File: config.mk
export PLATFORM = sky130hd
export DESIGN_NAME = rcpa_accum
export DESIGN_NICKNAME = d
export VERILOG_FILES = /design/src/rtl/rcpa_accum.sv
export SDC_FILE = /design/constraint.sdc
export NUM_CORES = 1
export LEC_CHECK = 0
export CORE_ASPECT_RATIO = 1.4
export CORE_UTILIZATION = 28
export DETAILED_ROUTE_END_ITERATION = 8
export GPL_TIMING_DRIVEN = 0
export PLACE_DENSITY = 0.59
export SETUP_SLACK_MARGIN = 0.15
export SLEW_MARGIN = 25
export SYNTH_ARGS = -nofsm -noshare
export SYNTH_HDL_FRONTEND = slang
export SYNTH_SLANG_ARGS = --single-unit
File: constraint.sdc
create_clock -name clk -period 6.8 [get_ports clk]
set_input_delay 1.36 -clock clk [delete_from_list [all_inputs] [get_ports clk]]
set_output_delay 1.36 -clock clk [all_outputs]
set_load 0.005 [all_outputs]
File: src/rtl/rcpa_accum.sv
// Sums N_SUMS {cout,s} adder results into an ACC_W accumulator with a sticky overflow flag; one result per cycle in ACC.
// Result is held with out_valid until out_ready; s_ready is low outside ACC. RCPA_ACCUM_SAT_EN selects saturate instead of wrap.
module rcpa_accum #(
  parameter int N_SUMS = 4,
  parameter int ACC_W  = 24
) (
  input  logic             clk,
  input  logic             rst,
  input  logic             start,
  input  logic             s_valid,
  output logic             s_ready,
  input  logic [15:0]      s,
  input  logic             cout,
  output logic [ACC_W-1:0] acc,
  output logic             ovf,
  output logic [7:0]       cnt,
  output logic             out_valid,
  input  logic             out_ready,
  output logic             busy
);

  typedef enum logic [1:0] {
    IDLE = 2'd0,
    ACC  = 2'd1,
    DONE = 2'd2
  } state_t;

  state_t           state;
  logic [ACC_W:0]   sample;
  logic [ACC_W:0]   sum;
  logic [7:0]       cnt_nxt;
  logic             last;

  // One spare bit on the adder catches the carry out of ACC_W.
  assign sample  = {{(ACC_W-16){1'b0}}, cout, s};
  assign sum     = {1'b0, acc} + sample;
  assign cnt_nxt = cnt + 8'd1;
  assign last    = (cnt_nxt == 8'(N_SUMS));

  always_ff @(posedge clk) begin
    if (rst) begin
      state <= IDLE;
      acc   <= '0;
      ovf   <= 1'b0;
      cnt   <= '0;
    end else begin
      case (state)
        IDLE: begin
          if (start) begin
            acc   <= '0;
            ovf   <= 1'b0;
            cnt   <= '0;
            state <= ACC;
          end
        end
        ACC: begin
          if (s_valid) begin
            cnt <= cnt_nxt;
            if (sum[ACC_W])
              ovf <= 1'b1;
`ifdef RCPA_ACCUM_SAT_EN
            if (ovf || sum[ACC_W])
              acc <= '1;
            else
              acc <= sum[ACC_W-1:0];
`else
            acc <= sum[ACC_W-1:0];
`endif
            if (last)
              state <= DONE;
          end
        end
        DONE: begin
          if (out_ready)
            state <= IDLE;
        end
        default: state <= IDLE;
      endcase
    end
  end

  assign s_ready   = (state == ACC);
  assign out_valid = (state == DONE);
  assign busy      = (state != IDLE);

endmodule

### Word-level counts from Yosys, hierarchy flattened

Cells that the tools add are included.

| operators by class | value |
|---|---|
| reduce and logical (&&, ||, !) cells | 6 |
| multiplexer cells | 15 |
| $add $sub $neg | 2 |
| equal/unequal tests | 8 |

Operator list:

| kind | number |
|---|---|
| 24-bit 2-to-1 mux | 2 |
| 24-bit case mux with 2 select lines | 1 |
| 24-bit by 17-bit adder with 25-bit output | 1 |
| 8-bit 2-to-1 mux | 2 |
| 8-bit case mux with 2 select lines | 1 |
| 8-bit by 1-bit adder with 8-bit output, second input constant | 1 |
| 8-bit by 3-bit == test with 1-bit output, second input constant | 1 |
| 2-bit 2-to-1 mux | 4 |
| 4-bit AND reduction | 2 |
| 2-bit by 1-bit inequality test with 1-bit output, second input constant | 3 |
| 2-bit case mux with 3 select lines | 1 |
| 2-bit inequality test, second input constant | 2 |
| 2-bit nonzero test | 2 |
| 1-bit 2-to-1 mux | 3 |
| 3-bit AND reduction | 1 |
| 2-bit by 1-bit == test with 1-bit output, second input constant | 1 |
| 2-bit == test, second input constant | 1 |
| 2-bit zero test | 1 |
| 1-bit case mux with 2 select lines | 1 |

| storage, ports and cells | value |
|---|---|
| register bits | 35 |
| input port bits | 22 |

### Logic depth before layout (Yosys ltp)

Gate-level depths: netlist of the first run.

| logic depth | value |
|---|---|
| depth in word-level cells | 5 |
| depth in mapped cells | 9 |

### Least setup slack after synthesis of the first run

No wires, ideal clock.

| timing path | value |
|---|---|
| path type | input to register |
| from | input port s[0] |
| to | register ovf |
| arrival | 3.085 ns |
| buffers on the path | 0 |
| stages | 9 |
| slack | 3.598 ns |
| required time | 6.682 ns |
| path through | ha_1 fa_1 a21o_1 and2b_1 o211a_1 o22ai_2 o21ai_0 a41oi_1 nor2_1 |

| on the way | value |
|---|---|
| cells in the longest elaborated chain, start to end | 3 |

RTL lines:

| what | RTL line | source |
|---|---|---|
| from (decl) | 12 | `input logic [15:0] s,` |
| 24-bit by 17-bit adder with 25-bit output | 36 | `assign sum = {1'b0, acc} + sample;` |
| 2-bit by 1-bit inequality test with 1-bit output (no line) | n/a |  |
| 4-bit AND reduction (no line) | n/a |  |
| to (signal assigned) | 44 | `ovf <= 1'b0;` |
| to (signal assigned) | 51 | `ovf <= 1'b0;` |
| to (signal assigned) | 60 | `ovf <= 1'b1;` |
| to (decl) | 15 | `output logic ovf,` |

Every way passes these cells.
A chain may end at the register's enable or synchronous reset.

### Worst setup path after layout of the first run

Ends and elaborated chain as after synthesis.

==> reports/metrics.cfg, run 1 <==
[cells_and_area]
fin_area_um2 = 3214
layout.nets = 390
mostFrequentLayoutCells = clkdlybuf4s50_1, dfxtp_1, nor2_1, nand2_1, o21ai_0
final_common_cell = clkdlybuf4s50_1
drive_gt1_share_pct = 6.304
diodes = 0
synthToLayoutAreaGrowth_pct = 38.12

[floorplan]
dieArea_um2 = 8685
initial_core_util_pct = 28.73
num_rows = 39
die_h_um = 109.9
ioPinCount = 58
die_x_um = 79.05
core_um2 = 8100

[clock_tree]
clock-root-buffer = clkbuf_16
h-tree-depth = 2
cts_hold_repair.buffers = 0
clock_sinks = 35
ctsResizeCount = 0
path_clk_slew_ns = 0.06
tritoncts = yes
cts_buffer_depth = 2
post-cts-setup-buffer-count = 0
cts_made_buffers = 5
clk_latency_ns = 0.28

[power]
power.density_nw_per_um2 = 202.1
p_leak_uw = 0.001347
peakVddDrop_v = 0.0001158
power.total_uw = 649.6

[routing]
wl_met1_mm = 2.656
drt-initial-drc-count = 92
routed_wl_mm = 6.072
routed-wl-met3_um = 183
route.met2.wl_mm = 3.097
wl_per_cell_um = 13.46
num_vias = 2293
first_pass_iters = 5
viasPerCell = 5.084
post-route-drc-count = 0
postRouteAntennaNets = 0
top_layer_used = met4

[global_routing]
gr-total-overflow = 0
antenna_found_initial = 0
grt_max_degree = 12
grt.total_usage_pct = 14.64
grt_pass1_vias = 2180
grt_pass1_wl_mm = 9.998

[flow_run]
drv_cap = 0

[critical_path]
critPathLaunchType = primary input
r2r_setup_slack_ns = 4.41
path_cells = clkdlybuf4s50_1, ha_1, fa_1, a21o_1, and2b_1, o211a_1, o22ai_2, o21ai_0, a41oi_1, nor2_1
cpPeakStageDelay_ns = 0.41
r2r-start = acc[0]$_SDFFE_PP0P_
crit_slowest_cell = clkdlybuf4s50_1
critical_path.endpoint_type = flip-flop
critPathLaunch = s[0]
cp.required_ns = 6.97
arrival_ns = 3.74
path_max_fanout = 7
timing_worst_setup_path_type = primary input to flip-flop
crit_family = compound AO/OA/AOI/OAI gates
critPathBufInv = 1

[timing]
rsz0062_at_grt = false
whs_ns = 0.4753
fin_setup_tns_ns = 0
period_share_pct = 52.56
max_freq_mhz = 279.8
maxSlewViolCount = 0
tightest_slew_ns = 0.5031
clock_skew_ns = 0.004197
finalSetupViolations = 0
relSlewSlack_pct = 66.46
fin_crit_ns = 3.574
finalHoldViolCount = 0

[synth]
async_flop_share_pct = 0
synth-seq-cells = 35
syn_inst = 284
synth_warnings = 0
seq_area_frac_synth_pct = 30.11
ys.flop_type = dfxtp_1
synth.cell_area_um2 = 2327
syn_avg_cell_area_um2 = 8.194
synth_cell_types = 57
syn_nets = 326
synth-edff-count = 0

[placed_design]
place_hpwl_mm = 4.648
port_buffers = 57
gp_congestion = 0.7971
placed_area_um2 = 3025

[worst_hold_path]
min-delay-start = acc[13]$_SDFFE_PP0P_
hp-class = flip-flop to flip-flop

[status]
status = finished, final reports clean

-- registers in the layout (all words and copies together) (netlist names) --
signal  cells
acc        24
cnt         8
ovf         1
state       2
-- worst reg2reg max path, delay by kind of cell (launching register included) --
family	cells	cell delay, ns
compound gates	5	1.11
fa+ha+maj	2	0.62
flops	1	0.32
simple gates	2	0.22
-- cell usage after synthesis, drive strengths merged (3+ instances only) --
| cell type | number | share of area, % |
|---|---|---|
| clkbuf | 5 | 0.86 |
| a22oi | 9 | 2.9 |
| o21ai | 23 | 4.9 |
| buf | 4 | 1.2 |
| o31a | 3 | 1.2 |
| nand4 | 3 | 0.81 |
| xnor2 | 8 | 3.0 |
| a21oi | 20 | 4.6 |
| nor2 | 34 | 5.5 |
| ha | 19 | 10 |
| dfxtp | 35 | 30 |
| nand2b | 3 | 0.81 |
| nor2b | 5 | 1.3 |
| xor2 | 9 | 3.4 |
| nand2 | 32 | 5.2 |
| and3 | 8 | 2.4 |
| nand3 | 8 | 1.7 |
| a21o | 10 | 3.2 |
| nand3b | 3 | 0.97 |
| and2 | 3 | 0.81 |
-- path summary, 6_finish.rpt --
check / endpoint / cells after the start
hold reg to reg: acc[13]$_SDFFE_PP0P_ / 2
hold / removal: acc[13]$_SDFFE_PP0P_ / 2
setup reg to reg: ovf$_SDFFE_PP0P_ / 9
setup / recovery: ovf$_SDFFE_PP0P_ / 10
-- layer usage --
| layer | global-route usage (%) | vias to the layer above |
|---|---|---|
| met5 | 0 | - |
| met1 | 17.28 | 1060 |
| met3 | 2.490 | 11 |
| li1 | - | 1174 |
| met2 | 25.68 | 48 |
| met4 | 6.623 | 0 |
-- cell families after synthesis --
family | after synthesis | share of synthesized area (%)
simple gates | 109 | 22.64
compound gates | 91 | 26.94
flops | 35 | 30.11
fa+ha+maj | 20 | 11.08
xor+xnor | 17 | 6.398
buf+inv | 11 | 2.419
mux | 1 | 0.4301
-- where the power goes --
part / internal, µW / switching, µW
sequential: 213 / 7.27
combinational: 63.1 / 65.1
clock: 210 / 90.5
total: 487 / 163
-- final cells by class --
type                    count  area, µm²
multi-input cells         238       1570
plain buffers               9      48.80
clock inverters             2      60.06
inverters                   2      7.507
clock buffers               6      128.9
repair buffers             57      570.5
flip-flops and latches     35      700.7
fillers                   869       4886
well taps                 102      127.6
-- per-stage QoR --
step	setup slack [ns]	utilization [%]	cells
2_1_floorplan	3.598	-	284
3_3_place_gp	2.952	37.35	443
3_5_place_dp	2.960	37.35	443
4_1_cts	3.240	39.68	451
5_1_grt	3.119	39.68	451
6_report	3.226	39.68	451
Note: power is estimated with default switching activity, not from simulation.
==> inputs of run 2 (changes only) <==
PLACE_DENSITY = 0.61   (was 0.59)
clock period = 3 ns   (was 6.8 ns; I/O delays follow)
==> reports/metrics.cfg, run 2 (synthesized netlist as in run 1, its figures left out) <==
[status]
status = finished, final reports clean

[cells_and_area]
final_common_cell = clkdlybuf4s50_1
drive_gt1_share_pct = 6.877
largestRegisters = acc (24), cnt (8), state (2)
regMostFlops = acc
largest_register_ff_count = 24
fin_area_um2 = 3184
mostFrequentLayoutCells = clkdlybuf4s50_1, dfxtp_1, nor2_1, nand2_1, o21ai_0
diodes = 0
synthToLayoutAreaGrowth_pct = 36.83
layout.nets = 390

[routing]
first_pass_iters = 4
post-route-drc-count = 0
postRouteAntennaNets = 0
routed_wl_mm = 5.925
viasPerCell = 5.051
wl_per_cell_um = 13.14
drt-initial-drc-count = 71
num_vias = 2278

[global_routing]
grt_pass1_vias = 2115
gr-total-overflow = 0
grt.total_usage_pct = 14.21
antenna_found_initial = 0
grt_max_degree = 13
grt_pass1_wl_mm = 9.784

[timing]
finalHoldViolCount = 0
relSlewSlack_pct = 67.00
rsz0062_at_grt = true
tightest_slew_ns = 0.4949
max_freq_mhz = 363.2
finalSetupViolations = 0
period_share_pct = 91.78
maxSlewViolCount = 0
layout_setup_ws_ns = 0.2465
clock_skew_ns = 0.004391
fin_crit_ns = 2.754

[critical_path]
r2r_setup_slack_ns = 0.67
arrival_ns = 2.92
reg2reg_depth = 9
r2r-end = ovf$_SDFFE_PP0P_
timing_worst_setup_path_type = primary input to flip-flop
cp.required_ns = 3.17
critical_path.endpoint_type = flip-flop
r2r-start = acc[0]$_SDFFE_PP0P_
critPathLaunchType = primary input
path_max_fanout = 7

[placed_design]
gp_congestion = 0.7826
placed_area_um2 = 3025
dpl_worst_slack_ns = -0.08685
place_hpwl_mm = 4.586
port_buffers = 57

[floorplan]
ioPinCount = 58
dieArea_um2 = 8685
initial_core_util_pct = 28.73
core_um2 = 8100
die_x_um = 79.05
num_rows = 39
die_h_um = 109.9

[clock_tree]
path_clk_slew_ns = 0.06
cts_made_buffers = 5
clock_sinks = 35
cts_buffer_depth = 2
clock-root-buffer = clkbuf_16
h-tree-depth = 2
clk_latency_ns = 0.28
tritoncts = yes

[worst_hold_path]
hold_depth = 2
hp-class = flip-flop to flip-flop
hold-path-endpoint = acc[15]$_SDFFE_PP0P_
min-delay-start = acc[15]$_SDFFE_PP0P_

[power]
power.density_nw_per_um2 = 410.8
p_leak_uw = 0.001311
peakVddDrop_v = 0.0002767

[flow_run]
drv_cap = 0

-- run 2: stage by stage --
stage | power [µW] | TNS (ns) | instances | hold WS, ns | util [%]
after global placement | 797.4 | -0.08169 | 443 | 0.4641 | 37.35
after detailed placement | 799.8 | -0.1070 | 443 | 0.4698 | 37.35
after floorplan | 688.1 | 0 | 284 | 0.4645 | -
after global routing | 1384 | 0 | 451 | 0.4937 | 39.31
after CTS | 1320 | 0 | 451 | 0.4813 | 39.14
final | 1308 | 0 | 451 | 0.4774 | 39.31
-- run 2: repair_timing --
| item | 4_1_cts | 5_1_grt |
|---|---|---|
| gates resized for setup | 0 | 3 |
| setup buffers | 0 | 0 |
| endpoints found under the setup margin | 0 | 3 |
| hold buffers | 0 | 0 |
-- run 2: critical path, cell delays in order --
cell             delay [ns]
clkdlybuf4s50_1        0.40
ha_1                   0.22
fa_1                   0.41
a21o_1                 0.20
and2b_1                0.17
o211a_1                0.31
o22ai_4                0.21
o21ai_0                0.11
a41oi_1                0.22
nor2_1                 0.05
-- run 2: how the worst max path moves through the flow --
stage	slack, ns	endpoint	cells past startpoint	start
after detailed placement	-0.09	ovf$_SDFFE_PP0P_	10	s[0]
after global placement	-0.08	ovf$_SDFFE_PP0P_	10	s[0]
final	0.25	ovf$_SDFFE_PP0P_	10	s[0]
after floorplan	0.56	ovf$_SDFFE_PP0P_	9	s[0]
after CTS	0.19	ovf$_SDFFE_PP0P_	10	s[0]
after global routing	0.13	ovf$_SDFFE_PP0P_	10	s[0]
-- run 2: power breakdown --
| group | internal (µW) | switching, µW |
|---|---|---|
| Clock | 306 | 210 |
| Combinational | 144 | 148 |
| Sequential | 483 | 16.5 |
-- run 2: cell type report --
type	count	area, µm²
clock inverter	3	20.02
timing repair buffer	57	570.5
buffer	9	48.80
clock buffer	5	125.1
tap	102	127.6
inverter	2	7.507
fill	868	4916
sequential	35	700.7
multi-input combinational	238	1584
-- run 2: metal layers --
metal	vias up	track usage, %	wire, µm
li1	1177	-	-
met1	1044	16.52	2598
met2	49	26.05	3042
met3	8	2.407	202
met4	0	4.675	82
met5	-	0	0
==> inputs of run 3 (changes only) <==
DONT_BUFFER_PORTS = 1   (was unset)
PLACE_DENSITY = 0.52   (was 0.61)
REMOVE_ABC_BUFFERS = 1   (was unset)
==> reports/metrics.cfg, run 3 (synthesized netlist as in run 1, its figures left out) <==
[status]
status = finished, final reports clean

[critical_path]
cp.required_ns = 3.23
timing_worst_setup_path_type = flip-flop to flip-flop
path_max_fanout = 12
arrival_ns = 2.79
critical_path.endpoint_type = flip-flop
critPathLaunchType = flip-flop

[worst_hold_path]
hp-class = primary input to flip-flop

[global_routing]
antenna_found_initial = 0
grt_pass1_vias = 2026
gr-total-overflow = 0
grt.total_usage_pct = 14.90
grt_max_degree = 23
grt_pass1_wl_mm = 9.901

[clock_tree]
ctsResizeCount = 0
tritoncts = yes
cts_buffer_depth = 2
post-cts-setup-buffer-count = 0
clk_latency_ns = 0.29
cts_hold_repair.buffers = 0
cts_made_buffers = 5
clock_sinks = 35
clock-root-buffer = clkbuf_16
h-tree-depth = 2
path_clk_slew_ns = 0.06

[floorplan]
initial_core_util_pct = 28.73
dieArea_um2 = 8685
ioPinCount = 58
num_rows = 39
die_x_um = 79.05
die_h_um = 109.9
core_um2 = 8100

[routing]
route.met2.wl_mm = 3.169
routed_wl_mm = 6.212
post-route-drc-count = 0
num_vias = 2034
wl_met1_mm = 2.610
viasPerCell = 5.283
first_pass_iters = 4
routed-wl-met3_um = 289
top_layer_used = met4
wl_per_cell_um = 16.14
drt-initial-drc-count = 61
postRouteAntennaNets = 0

[placed_design]
port_buffers = 0
gp_congestion = 0.7542
dpl.cell_count = 377
place_hpwl_mm = 4.542

[cells_and_area]
largestRegisters = acc (24), cnt (8), state (2)
fillers = 873
layout.nets = 324
drive_gt1_share_pct = 6.007
largest_register_ff_count = 24
mostFrequentLayoutCells = dfxtp_1, nor2_1, nand2_1, o21ai_0, ha_1
regMostFlops = acc
final_common_cell = dfxtp_1
instances_no_fill = 385
synthToLayoutAreaGrowth_pct = 11.51
diodes = 0

[timing]
rsz0062_at_grt = false
relSlewSlack_pct = 36.13
tightest_slew_ns = 0.9545
max_freq_mhz = 391.7
finalSetupViolations = 0
period_share_pct = 85.10
fin_crit_ns = 2.553
finalHoldViolCount = 0
maxSlewViolCount = 0
clock_skew_ns = 0.005696
fin_setup_tns_ns = 0

[power]
p_leak_uw = 0.001112
peakVddDrop_v = 0.0002411
power.density_nw_per_um2 = 543.7

[flow_run]
drv_cap = 0

## run 3: cell types whose count changed in the layout (fill, tap and decap cells not counted), sizes merged
cell / before / now
buf: 4 / 0
bufinv: 0 / 2
clkbuf: 10 / 6
clkdlybuf4s50: 57 / 0
clkinv: 1 / 0
clkinvlp: 2 / 0
## run 3: metrics by stage
step	area (µm²)	hold WS, ns	total power [µW]	util, %	worst slack, ns
after floorplan	2278	0.4584	677.8	-	0.5577
after global placement	2406	0.4805	724.1	29.70	0.2514
after detailed placement	2406	0.4843	726.6	29.70	0.2725
after CTS	2595	0.3663	1434	32.04	0.4169
after global routing	2595	0.3668	1480	32.04	0.2440
final	2595	0.3740	1411	32.04	0.4471
## run 3: layout make-up
cell class                      instances  area [µm²]  share of cell area [%]
Clock buffer                            6       128.9                   4.966
Sequential cell                        35       700.7                   27.00
Tap cell                              102       127.6                   4.918
Inverter                                2       7.507                  0.2893
Clock inverter                          2       60.06                   2.314
Multi-Input combinational cell        238        1570                   60.51
## run 3: worst paths after layout
check | start | end | slack (ns) | cells past startpoint
worst max-delay path | state[0]$_SDFFE_PP0P_ | acc[20]$_SDFFE_PP0P_ | 0.45 | 5
worst min-delay path | rst | cnt[7]$_SDFFE_PP0P_ | 0.37 | 1
worst max register to register | state[0]$_SDFFE_PP0P_ | acc[20]$_SDFFE_PP0P_ | 0.45 | 5
worst min register to register | acc[15]$_SDFFE_PP0P_ | acc[15]$_SDFFE_PP0P_ | 0.49 | 2
## run 3: report_power, final
group          internal (µW)  leakage, µW  switching [µW]
combinational           83.8     0.000737             127
clock                    477    0.0000911             219
sequential               483     0.000284            20.3
total                   1040      0.00111             367
## run 3: metal layers
metal	vias up	GRT usage [%]
met5	-	0
met4	0	7.403
met3	9	3.983
met2	45	27.16
met1	946	15.60
li1	1034	-
## run 3: critical path, cell delays in order, from the launching register on
cell and delay (ns):
dfxtp_1 0.36, nand2b_1 0.20, a21oi_1 0.75, nand2_1 0.48, or4_1 0.61, nand3_1 0.09
==> patch 1: new RTL, flow settings as in run 2 <==
`ACC_W`: 24 -> 36.
--- a/src/rtl/rcpa_accum.sv
+++ b/src/rtl/rcpa_accum.sv
@@ -4,3 +4,3 @@
   parameter int N_SUMS = 4,
-  parameter int ACC_W  = 24
+  parameter int ACC_W  = 36
 ) (
Interface: changed (resized acc); port bits go from 58 to 70. The function was not compared with the original's and may differ.
==> patch 1 against run 2 <==
- sequential cell count up 12
- power grew 14%
- clock power rose by 13%
- critical path depth up 1
- area after synthesis rose by 24%
- worst hold slack gained 0.016 ns
- design area grew 32%
- setup slack got worse by 0.019 ns
- count of clock-buffer cells in the layout grew 1
- wire length is 35% higher
- critical endpoint is now acc[32]
- highest routed layer unchanged
==> patch 1: results (changes against run 2) <==
The run finished with clean final reports. The number of global-route vias before repair is 2764 (+31%). The number of gates given a new drive strength after cts was 16 (+16). The net count of the mapped netlist is 388 (+19%). The number of buffers added for setup after CTS came out at 5 (+5). The sequential area share after synthesis came to 0.326 (+0.0249). The startpoint identified for the worst hold timing path is ovf. Clock-pin slew was measured on the worst setup and hold paths at 0.07 ns. The final weighted congestion in routability-driven placement came out at 0.813 (+3.9%).

The fraction of layout cells with a size suffix above 1 came out at 0.127 (+0.0585). Sorting the synthesized cells by area gives the leading types as sky130_fd_sc_hd__dfxtp_1, sky130_fd_sc_hd__ha_1, sky130_fd_sc_hd__nor2_1. The startpoint identified for the worst register-to-register timing path is acc[12]. Ranked by instance count, the synthesized netlist is headed by sky130_fd_sc_hd__nor2_1, sky130_fd_sc_hd__dfxtp_1, sky130_fd_sc_hd__a21oi_1, sky130_fd_sc_hd__ha_1, sky130_fd_sc_hd__nand2_1. The number of detailed-route iterations in the first pass came out at 6 (+2). The final net count is 481 (+23%). The total wire length came out at 7980 um (+35%).

The x dimension of the die is 87.8 um (+11%). The placed standard-cell area is 0.00375 mm^2 (+24%). The setup slack after placement came to -0.782 ns (-0.695 ns). The maximum clock path buffer count is 2 (unchanged).

The highest ir drop seen on vdd was 0.000198 V (-28%). The number of different library cells in the post-synthesis netlist is 50 (-12%). The global-route wire length before repair is 12900 um (+32%).

The violation count after the first detailed-route iteration came out at 78 (+9.9%). The worst hold path terminates at ovf. The total instance count after detailed placement came out at 550 (+24%). The critical-path maximum fanout came out at 3 (-4). The number of vias in the routed layout is 2850 (+25%). The setup clock skew after layout came to 0.00724 ns (+0.00285 ns). The switching component of the power came to 0.395 mW (+5.4%). The routed length per placed instance is 13.9 um (+5.7%). The total track usage came out at 0.153 (+0.0106). The largest registers in the layout are acc x36, cnt x8, state x2. The static power due to leakage came out at 1.62 nW (+23%). The port buffer count is 69 (+21%).

The synthesized area per cell came out at 8.34 um^2 (+1.8%). The final HPWL from detailed placement came to 5780 um (+26%). The endpoint identified for the worst register-to-register timing path is acc[31]. The worst-margin pin slew came out at 0.775 ns (+0.281 ns). The worst-case hold slack came out at 0.493 ns (+0.0160 ns). The largest net degree at the start of global routing came out at 16 (+3). The arrival time reported for the critical path endpoint came out at 2.94 ns (+0.02 ns).
[patch 1: changes by cell type after synthesis, moves of 5 or more]
cell                       delta
sky130_fd_sc_hd__nor3_1       +5
sky130_fd_sc_hd__a21oi_1     +12
sky130_fd_sc_hd__o21ai_0     -10
sky130_fd_sc_hd__inv_1        +5
sky130_fd_sc_hd__dfxtp_1     +12
sky130_fd_sc_hd__nor2_1      +14
sky130_fd_sc_hd__xor2_1       +8
sky130_fd_sc_hd__nand2_1     -13
sky130_fd_sc_hd__o211ai_1     +8
sky130_fd_sc_hd__a22o_1      +10
sky130_fd_sc_hd__nand3_1      +7
sky130_fd_sc_hd__xnor2_1      +8
[patch 1: final cells by class]
class | count | area [um^2]
buffer | 10 | 60.1
sequential | 47 | 941
timing repair buffer | 86 | 833
fill | 979 | 5740
tap | 135 | 169
clock buffer | 6 | 139
inverter | 7 | 26.3
clock inverter | 2 | 16.3
multi-input combinational | 282 | 2030
[patch 1: cell families (layout without fill, tap and decap cells)]
family / count (synthesis) / count (layout) / synth area share
buffers and inverters: 17 / 111 / 0.0256
adders and majority gates: 20 / 20 / 0.0893
AOI/OAI and AO/OA: 103 / 103 / 0.245
muxes: 1 / 1 / 0.00347
DFF: 47 / 47 / 0.326
xor gates and xnor gates: 33 / 33 / 0.100
and+or+nand+nor: 125 / 125 / 0.210
[patch 1: how the worst max path moves through the flow]
stage / startpoint / endpoint / cells past startpoint / slack, ns
detailed placement: s[0] / acc[30] / 10 / -0.78
floorplan: s[0] / acc[30] / 9 / 0.16
global placement: s[0] / acc[30] / 10 / -0.75
CTS: s[5] / acc[26] / 10 / 0.12
finish: s[0] / acc[32] / 11 / 0.23
global route: s[0] / acc[32] / 11 / 0.09
[patch 1: worst max-delay path: stages]
cell and delay (ns):
sky130_fd_sc_hd__clkdlybuf4s50_1 0.40, sky130_fd_sc_hd__ha_2 0.20, sky130_fd_sc_hd__fa_2 0.34, sky130_fd_sc_hd__a21o_1 0.20
sky130_fd_sc_hd__a221oi_4 0.30, sky130_fd_sc_hd__nor3_4 0.10, sky130_fd_sc_hd__buf_4 0.16, sky130_fd_sc_hd__o311ai_4 0.28
sky130_fd_sc_hd__a211oi_2 0.13, sky130_fd_sc_hd__xnor2_1 0.16, sky130_fd_sc_hd__nor2_1 0.05
[patch 1: power groups by stage]
stage	registers [mW]	logic [mW]	clock network, mW
2_1_floorplan	0.659	0.139	0
3_3_place_gp	0.659	0.228	0
3_5_place_dp	0.660	0.229	0
4_1_cts	0.645	0.241	0.599
5_1_grt	0.648	0.289	0.625
6_report	0.646	0.263	0.584
[patch 1: layer usage]
layer,GRT usage,wire [um],vias to the layer above
li1,-,-,1449
met3,0.0291,266,7
met5,0,0,-
met1,0.184,3530,1336
met4,0.0502,130,0
met2,0.267,4060,58
==> patch 2: new RTL, flow settings as in run 2 <==
Made on the original files. Make the reset (`rst`) asynchronous in one clocked block.
--- a/src/rtl/rcpa_accum.sv
+++ b/src/rtl/rcpa_accum.sv
@@ -39,3 +39,3 @@
 
-  always_ff @(posedge clk) begin
+  always_ff @(posedge clk or posedge rst) begin
     if (rst) begin
Function: differs if rst is asserted again (counterexample within 4 cycles, from zero or initial values and one cycle with rst high); with rst held inactive, the same outputs for 10 cycles.
==> patch 2 against run 2 <==
- critical path depth shrank 1
- wire length grew 22%
- setup slack lost 0.032 ns
- design area grew 11%
- register-to-register slack lost 0.11 ns
- area after synthesis grew 13%
- sequential cell count is the same
- highest routed layer unchanged
Power is not compared: it rests on default switching activity, and its combinational part moved more than twofold at a synthesized area within 25%.
==> patch 2: results (changes against run 2) <==
The violation count after the first detailed-route iteration came out at 111 (+56%). The total track usage came out at 0.152 (+0.0104). The cell sitting at the root of the clock tree is a sky130_fd_sc_hd__clkbuf_16. The adder-cell share of the synthesized area came out at 0.0983 (-0.0125). The number of global-route vias before repair came to 2446 (+16%).

The ratio of routed vias to standard cells came out at 5.30 (+5.0%). The final net count came out at 414 (+6.2%). The arrival time reported for the critical path endpoint came out at 2.99 ns (+0.07 ns). The synthesized-area fraction occupied by xor and xnor cells came out at 0.0434 (-0.0206). The fraction of synthesized area in multiplexers came out at 0.0229 (+0.0186). The share of flip-flops with an asynchronous set or reset after synthesis is 1.00 (+1.00). The net count of the mapped netlist is 349 (+7.1%). The worst slew margin relative to its limit came out at 0.609 (-0.0611). The fraction of layout cells with a size suffix above 1 came to 0.0724 (+0.00362). The routed length per placed instance is 15.1 um (+15%). The final HPWL from detailed placement came to 5470 um (+19%). On the critical path, the stage with the largest delay is an instance of sky130_fd_sc_hd__clkdlybuf4s50_1. By area the synthesized netlist is led by sky130_fd_sc_hd__dfrtp_1, sky130_fd_sc_hd__ha_1, sky130_fd_sc_hd__nand2_1. Counting instances in the post-synthesis netlist gives the leading cell types as sky130_fd_sc_hd__nand2_1, sky130_fd_sc_hd__dfrtp_1, sky130_fd_sc_hd__o21ai_0, sky130_fd_sc_hd__ha_1, sky130_fd_sc_hd__nor2_1. The run finished with clean final reports. The setup clock skew after layout is 0.00560 ns (+0.00121 ns). The source-to-sink clock delay at the later pin of the worst-skew pair is 0.28 ns (about the same). The largest net degree at the start of global routing is 25 (+12). The critical-path maximum fanout is 4 (-3).

The number of different library cells in the post-synthesis netlist came out at 54 (-5.3%). The sequential area share after synthesis was 0.334 (+0.0329). The placed standard-cell area came to 0.00335 mm^2 (+11%).
## patch 2: final cells by class
class / instances / area, um^2
sequential: 35 / 876
clock inverter: 2 / 35.0
multi-input combinational: 251 / 1680
timing repair buffer: 58 / 591
inverter: 6 / 22.5
fill: 930 / 5490
buffer: 15 / 63.8
tap: 107 / 134
clock buffer: 6 / 139
## patch 2: where the power goes
part           switching, mW  internal (mW)  leakage (nW)
clock                  0.209          0.414        0.0868
sequential             0.200          0.656         0.433
combinational           1.05          0.979          1.01
total                   1.46           2.05          1.53
## patch 2: cell families after synthesis
logic type,count (synthesis)
simple gates,114
fa+ha+maj,20
mux,6
buf+inv,21
flops,35
xor+xnor,13
compound gates,98
## patch 2: worst register-to-register path: stages, from the launching register on
cell and delay (ns):
sky130_fd_sc_hd__dfrtp_1 0.40, sky130_fd_sc_hd__ha_1 0.22, sky130_fd_sc_hd__fa_2 0.37, sky130_fd_sc_hd__a21o_1 0.21
sky130_fd_sc_hd__a31o_2 0.26, sky130_fd_sc_hd__a211o_1 0.33, sky130_fd_sc_hd__and3_4 0.21, sky130_fd_sc_hd__o2111ai_2 0.18
sky130_fd_sc_hd__mux2i_1 0.19
## patch 2: worst paths after layout
kind	start	end	slack, ns	depth (start not counted)
worst min register to register	acc[9]	acc[9]	0.51	2
worst max register to register	acc[0]	acc[22]	0.56	8
min in group asynchronous	rst	acc[14]	0.59	2
worst max-delay path	s[0]	acc[22]	0.21	9
max in group asynchronous	rst	acc[16]	1.98	3
worst min-delay path	acc[9]	acc[9]	0.51	2
## patch 2: what timing repair did
| item | CTS | global route |
|---|---|---|
| resized for setup | 1 | 2 |
| buffers inserted | 0 | 0 |
| setup endpoints to repair | 1 | 5 |
## patch 2: per-stage QoR
stage	setup WS (ns)	std cells	total power [mW]
after floorplan	0.456	307	2.13
after global placement	-0.111	471	2.82
after detailed placement	-0.117	472	2.87
after CTS	0.148	480	3.52
after global routing	0.142	480	3.82
final	0.215	480	3.51
## patch 2: metal layers
| layer | up-vias | track usage | part of all wire |
|---|---|---|---|
| met3 | 6 | 0.0261 | 0.050 |
| li1 | 1269 | - | - |
| met2 | 81 | 0.275 | 0.51 |
| met4 | 0 | 0.0362 | 0.0084 |
| met1 | 1189 | 0.190 | 0.44 |
| met5 | - | 0 | 0 |
